$ cat src/rtl/ocm_stream_reader.sv
// Avalon-MM read master that streams a window of on-chip memory words onto a
// valid/ready interface. Reads are issued against a credit that reserves FIFO
// space for every read in flight, so returning data always has a slot.
module ocm_stream_reader #(
  parameter int unsigned ADDR_W       = 10,
  parameter int unsigned DATA_W       = 32,
  parameter int unsigned READ_LATENCY = 1,
  parameter int unsigned FIFO_DEPTH   = 4
) (
  input  logic              i_clk,
  input  logic              i_reset,
  input  logic              i_start,
  input  logic [ADDR_W-1:0] i_base_addr,
  input  logic [ADDR_W:0]   i_num_words,
  output logic [ADDR_W-1:0] o_m_address,
  output logic              o_m_chipselect,
  output logic              o_m_write,
  output logic [3:0]        o_m_byteenable,
  output logic              o_m_clken,
  input  logic [DATA_W-1:0] i_m_readdata,
  output logic [DATA_W-1:0] o_out_data,
  output logic              o_out_valid,
  input  logic              i_out_ready,
  output logic              o_busy,
  output logic              o_done
);

  localparam int unsigned PTR_W = (FIFO_DEPTH > 1) ? $clog2(FIFO_DEPTH) : 1;
  localparam int unsigned CNT_W = $clog2(FIFO_DEPTH + 1);
  localparam logic [CNT_W:0] DepthL = (CNT_W + 1)'(FIFO_DEPTH);

  typedef enum logic [1:0] {StIdle, StIssue, StDrain, StFin} state_e;

  state_e                  r_state, w_state_d;
  logic [ADDR_W-1:0]       r_addr;
  logic [ADDR_W:0]         r_num;
  logic [ADDR_W:0]         r_issue_cnt;
  logic [ADDR_W:0]         r_accept_cnt;
  logic [READ_LATENCY-1:0] r_sr, w_sr_d;
  logic [CNT_W-1:0]        r_inflight;
  logic [CNT_W-1:0]        r_count;
  logic [PTR_W-1:0]        r_wptr, r_rptr;
  logic [DATA_W-1:0]       r_fifo [FIFO_DEPTH];

  logic                    w_issue;
  logic                    w_ret;
  logic                    w_pop;
  logic                    w_accept_start;
  logic [CNT_W:0]          w_occ;

  assign o_m_write      = 1'b0;
  assign o_m_byteenable = 4'hF;
  assign o_m_clken      = 1'b1;
  assign o_m_address    = r_addr;

  // Issue credit, FIFO head presentation and in-flight shift next-state.
  always_comb begin
    w_occ          = {1'b0, r_count} + {1'b0, r_inflight};
    w_issue        = (r_state == StIssue) && (r_issue_cnt != r_num) && (w_occ < DepthL);
    w_ret          = r_sr[READ_LATENCY-1];
    o_out_valid    = (r_count != '0);
    o_out_data     = o_out_valid ? r_fifo[r_rptr] : '0;
    w_pop          = o_out_valid & i_out_ready;
    w_accept_start = (r_state == StIdle) & i_start;
    w_sr_d         = '0;
    w_sr_d[0]      = w_issue;
    for (int i = 1; i < int'(READ_LATENCY); i++) begin
      w_sr_d[i] = r_sr[i-1];
    end
  end

  // Transfer sequencing and status outputs.
  always_comb begin
    w_state_d      = r_state;
    o_m_chipselect = w_issue;
    o_busy         = (r_state != StIdle);
    o_done         = (r_state == StFin);
    unique case (r_state)
      StIdle: begin
        if (i_start) begin
          w_state_d = (i_num_words == '0) ? StFin : StIssue;
        end
      end
      StIssue: begin
        if (w_issue && ((r_issue_cnt + (ADDR_W + 1)'(1)) == r_num)) begin
          w_state_d = StDrain;
        end
      end
      StDrain: begin
        if ((r_inflight == '0) && (r_count == '0) && (r_accept_cnt == r_num)) begin
          w_state_d = StFin;
        end
      end
      StFin: begin
        w_state_d = StIdle;
      end
      default: w_state_d = StIdle;
    endcase
  end

  // Control state, counters, in-flight tracking and FIFO pointers.
  always_ff @(posedge i_clk) begin
    if (i_reset) begin
      r_state      <= StIdle;
      r_addr       <= '0;
      r_num        <= '0;
      r_issue_cnt  <= '0;
      r_accept_cnt <= '0;
      r_sr         <= '0;
      r_inflight   <= '0;
      r_count      <= '0;
      r_wptr       <= '0;
      r_rptr       <= '0;
    end else begin
      r_state <= w_state_d;
      if (w_accept_start) begin
        r_addr       <= i_base_addr;
        r_num        <= i_num_words;
        r_issue_cnt  <= '0;
        r_accept_cnt <= '0;
      end else begin
        if (w_issue) begin
          // Natural wrap of the ADDR_W-bit address covers 1023 -> 0.
          r_addr      <= r_addr + ADDR_W'(1);
          r_issue_cnt <= r_issue_cnt + (ADDR_W + 1)'(1);
        end
        if (w_pop) begin
          r_accept_cnt <= r_accept_cnt + (ADDR_W + 1)'(1);
        end
      end
      r_sr       <= w_sr_d;
      r_inflight <= r_inflight + CNT_W'(w_issue) - CNT_W'(w_ret);
      r_count    <= r_count + CNT_W'(w_ret) - CNT_W'(w_pop);
      if (w_ret) begin
        r_wptr <= r_wptr + PTR_W'(1);
      end
      if (w_pop) begin
        r_rptr <= r_rptr + PTR_W'(1);
      end
    end
  end

  // FIFO storage; contents are don't-care while the count says empty.
  always_ff @(posedge i_clk) begin
    if (w_ret) begin
      r_fifo[r_wptr] <= i_m_readdata;
    end
  end

endmodule

$ cat config.mk
export PLATFORM = sky130hd
export DESIGN_NAME = ocm_stream_reader
export DESIGN_NICKNAME = d
export VERILOG_FILES = /design/src/rtl/ocm_stream_reader.sv
export SDC_FILE = /design/constraint.sdc
export NUM_CORES = 1
export LEC_CHECK = 0
export ABC_AREA = 1
export CAP_MARGIN = 5
export CORE_MARGIN = 5
export CORE_UTILIZATION = 45
export CTS_BUF_LIST = sky130_fd_sc_hd__clkbuf_8
export DETAILED_ROUTE_END_ITERATION = 6
export GPL_ROUTABILITY_DRIVEN = 1
export PLACE_DENSITY = 0.72
export SLEW_MARGIN = 5
export SYNTH_ARGS = -nofsm -noshare
export SYNTH_HDL_FRONTEND = slang
export SYNTH_SLANG_ARGS = --single-unit
$ cat constraint.sdc
create_clock -name i_clk -period 2.8 [get_ports i_clk]
set_input_delay 0.56 -clock i_clk [delete_from_list [all_inputs] [get_ports i_clk]]
set_output_delay 0.56 -clock i_clk [all_outputs]
set_load 0.05 [all_outputs]
# [Word-level counts from Yosys, hierarchy flattened]
# Memory sizes are Yosys's and may differ from the RTL's. A register that Yosys moved wholly into a read port is not among the register bits.
# Cells that the tools add are included.
[totals] reg_bits=56 mem_bits_rw=128 in_bits=57 out_inout_bits=52 word_cells=59 n_memories=1
[classes] n_addsub=10 order_cmp=1 eq_ne=9 n_mux=12 bitwise=2 reduce_logical=14
[memory_table] memory="r_fifo" depth=4 width=32 rd=1 rd_clocked_by_memory_dff=1 wr=1 line="43" source="logic [DATA_W-1:0] r_fifo [FIFO_DEPTH];"
[ops] op="32-bit 2-to-1 mux" count=1
[ops] op="11-bit by 1-bit adder with 11-bit output, second input constant" count=2
[ops] op="11-bit equality test" count=2
[ops] op="10-bit 2-to-1 mux" count=2
[ops] op="2-bit 2-to-1 mux" count=6
[ops] op="11-bit logical NOT" count=1
[ops] op="11-bit inequality test" count=1
[ops] op="10-bit by 1-bit adder with 10-bit output, second input constant" count=1
[ops] op="2-bit case mux with 4 select lines" count=1
[ops] op="3-bit by 1-bit adder with 3-bit output" count=2
[ops] op="3-bit logical NOT" count=2
[ops] op="3-bit by 1-bit subtractor with 3-bit output" count=2
[ops] op="1-bit logical AND" count=5
[ops] op="2-bit by 1-bit adder with 2-bit output, second input constant" count=2
[ops] op="3-bit by 3-bit adder with 4-bit output" count=1
[ops] op="2-bit equality test, second input constant" count=2
[ops] op="4-bit by 3-bit < comparator with 1-bit output, second input constant" count=1
[ops] op="2-bit inequality test, second input constant" count=2
[ops] op="2-bit nonzero test" count=2
[ops] op="3-bit AND reduction" count=1
[ops] op="3-bit nonzero test" count=1
[ops] op="1-bit AND" count=2
[ops] op="2-bit by 1-bit equality test with 1-bit output, second input constant" count=1
[ops] op="2-bit logical NOT" count=1
[ops] op="other kinds (3)" count=4

# [Depth between registers and ports, before layout]
[depth] word_depth=6 mapped_depth=15 depth_no_buf=14

# [Least setup slack after synthesis]
# OpenSTA, ideal clock, no wires.
[synth_path] path_kind="register to output" from="register with a tool-made name" to="output o_out_data[23]" arrival_ns=1.882 required_ns=2.240 slack_ns=0.358 stages_incl_launch_ff=7 path_buffers=2 cell_sequence="dfxtp_1 clkbuf_1 clkbuf_1 nor2_1 nor2_1 o21ai_0 a21oi_1"
[synth_lines] element="to (decl)" line="21" source="output logic [DATA_W-1:0] o_out_data,"

# [Final worst setup path]
[layout_path] from="register r_state[0]" to="output o_busy"
[layout_via] elab_chain_cells=1
[layout_lines] element="from (decl)" line="34" source="state_e r_state, w_state_d;"
[layout_lines] element="from (signal assigned)" line="104" source="r_state <= StIdle;"
[layout_lines] element="from (signal assigned)" line="115" source="r_state <= w_state_d;"
[layout_lines] element="2-bit nonzero test" line="76" source="o_busy = (r_state != StIdle);"
[layout_lines] element="to (decl)" line="24" source="output logic o_busy,"
# Every way passes these cells.

==> results.cfg <==
[setup_path]
setup.worst_path.start_class = register
cp.required_ns = 2.24
crit_type = reg -> out
end_kind = primary output
crit_fanout = 4
r2r_setup_slack_ns = 0.60
crit_arrival_ns = 2.09

[clocking]
clk_pin_slew_ns = 0.10
numClockSinks = 186
cts_tree = done
clock_path_buffers = 2
cts-buffers-inserted = 17
htree_num_levels = 4
cts.root.buffer_cell = clkbuf_8
clk_latency_ns = 0.46

[timing]
maxSlewHeadroom_pct = 61.0
hold_viol_final = 0
fin_crit_sh_pct = 94.7
finalSetupTns_ns = 0
max_slew.worst_pin.slew_ns = 0.579
layout_min_cycle_time_ns = 2.65
fmax_mhz = 377
drv_slew = 0
rsz0062_at_grt = no
setup_viol = 0
fin_skew_ns = 0.0129

[hold_path]
hold_path.class = reg -> reg

[power]
ir_drop_uv = 492
p_total_mw = 10.6
leakage_nw = 3.86
power_density_mw_per_mm2 = 1020

[floorplanning]
initial_core_util_pct = 46.1
die_h_um = 146
rows = 49
die-area_mm2 = 0.0214
coreArea_mm2 = 0.0181
ios = 109
die_x_um = 146

[flow_run]
drv_cap = 0

[drt]
post_drt_via_cell_ratio = 5.09
dr.first_iter.drc_count = 351
ant_nets = 0
dr.pass1.iters = 6
wl_per_cell_um = 14.8
routed_wl_um = 18100
num_vias = 6201
drc = 0

[synthesis]
ys_warn_count = 0
synth_edf_count = 128
muxShareOfSynthArea_pct = 0
ys_ff_latch = 186
async_reset_ff_share_pct = 0
synth_compound_area_share_pct = 11.6
synth_top_family_by_area = simple AND/OR/NAND/NOR gates
synthXorXnorAreaFrac_pct = 1.88
synth.distinct_cells = 44
yosys.area_share.adder_pct = 3.17
syn-instance-count = 871
syn_avg_cell_area_um2 = 9.61
ys_seq_area_share_pct = 59.8
synth-simple-area-share_pct = 17.7
syn_area_mm2 = 0.00837
synthFlopType = edfxtp_1

[status]
status = finished, final reports clean

[finish]
fin_cells = 1218
n_antenna_cell = 0
layout_common_cells = nor2_1, edfxtp_1, nand2_1
nNetsFinal = 1053
syn2layout_area_growth_pct = 24.7
final_common_cell = nor2_1
final_util_pct = 57.5
drive_gt1_share_pct = 11.5

[grt]
grt_overflow = 0
grt_use_total_pct = 17.1
grt.busiest_layer = met2
antenna_found_initial = 0
use_met1_pct = 22.4
grt_pass1_vias = 6084
grt_max_degree = 65
gr-usage-met2_pct = 28.2
grt_util_met3_pct = 3.75
grt_pass1_wl_um = 29500

[placement]
placedCellCount = 1184
hpwl_um = 11900
place.gp.congestion = 0.860
portBuffers = 102
-- cell families (layout without fill, tap and decap cells) --
kind of cell    after synthesis  count (layout)
compound gates              184             184
xor+xnor                     18              18
fa+ha+maj                    20              20
buf+inv                     115             229
flops                       186             186
other cells                   2               6
simple gates                346             346
-- Yosys cell counts (all sizes together), types with 8 or more instances --
library cell / number / share of area, %
ha: 18 / 2.7
clkbuf: 26 / 1.2
nor2: 177 / 8.3
xor2: 11 / 1.2
nand3: 23 / 1.6
a21oi: 71 / 4.2
nand4: 8 / 0.60
o21ai: 97 / 5.8
inv: 73 / 3.3
buf: 14 / 1.2
edfxtp: 128 / 46
nand2: 120 / 5.7
dfxtp: 58 / 14
-- power breakdown --
part | leakage (nW) | internal [mW] | switching (mW)
sequential | 1.63 | 3.23 | 0.261
clock | 0.207 | 0.700 | 1.10
combinational | 2.02 | 2.11 | 3.20
-- sequential cells by signal (all words and copies together) (netlist names), named ones only --
signal        cells
r_inflight        3
r_issue_cnt      11
r_count           3
r_sr              1
r_num            11
r_accept_cnt     11
r_state           2
o_m_address      10
r_fifo          128
r_rptr            2
r_wptr            2
-- cell type report --
| type | count | area, um^2 |
|---|---|---|
| clock buffer | 17 | 234 |
| inverter | 75 | 285 |
| sequential | 186 | 5010 |
| fill | 1488 | 7710 |
| timing repair buffer | 122 | 1540 |
| clock inverter | 15 | 185 |
| tap | 229 | 287 |
| multi-input combinational | 574 | 2900 |
-- repair_timing --
action,CTS,global route
gates resized for setup,0,1
buffers inserted,0,2
hold buffers,0,0
endpoints found under the setup margin,0,15
-- through the flow --
step	hold WS, ns	worst slack, ns	instance area (um^2)
final	0.476	0.149	10400
after CTS	0.474	0.0244	10400
after global placement	0.452	0.282	10000
after detailed placement	0.462	0.215	10000
after global routing	0.499	0.0261	10400
after floorplan	0.436	0.358	8390
-- final timing paths --
kind,start,endpoint,cells after the start
hold / removal,r_rptr[1],register,2
setup / recovery,r_state[0],o_busy,4
hold reg to reg,r_rptr[1],register,2
setup reg to reg,r_count[1],r_count[2],12
-- worst max-delay path, cell delays in order (launching register included) --
cell,delay [ns]
dfxtp_1,0.41
inv_1,0.10
ha_1,0.23
inv_1,0.08
clkdlybuf4s50_1,0.80
-- per-layer routing --
metal	up-vias	routed length [um]
met2	182	8590
met3	22	1110
met5	-	0
li1	3130	-
met4	0	288
met1	2867	8060
Note: power is estimated with default switching activity, not from simulation.
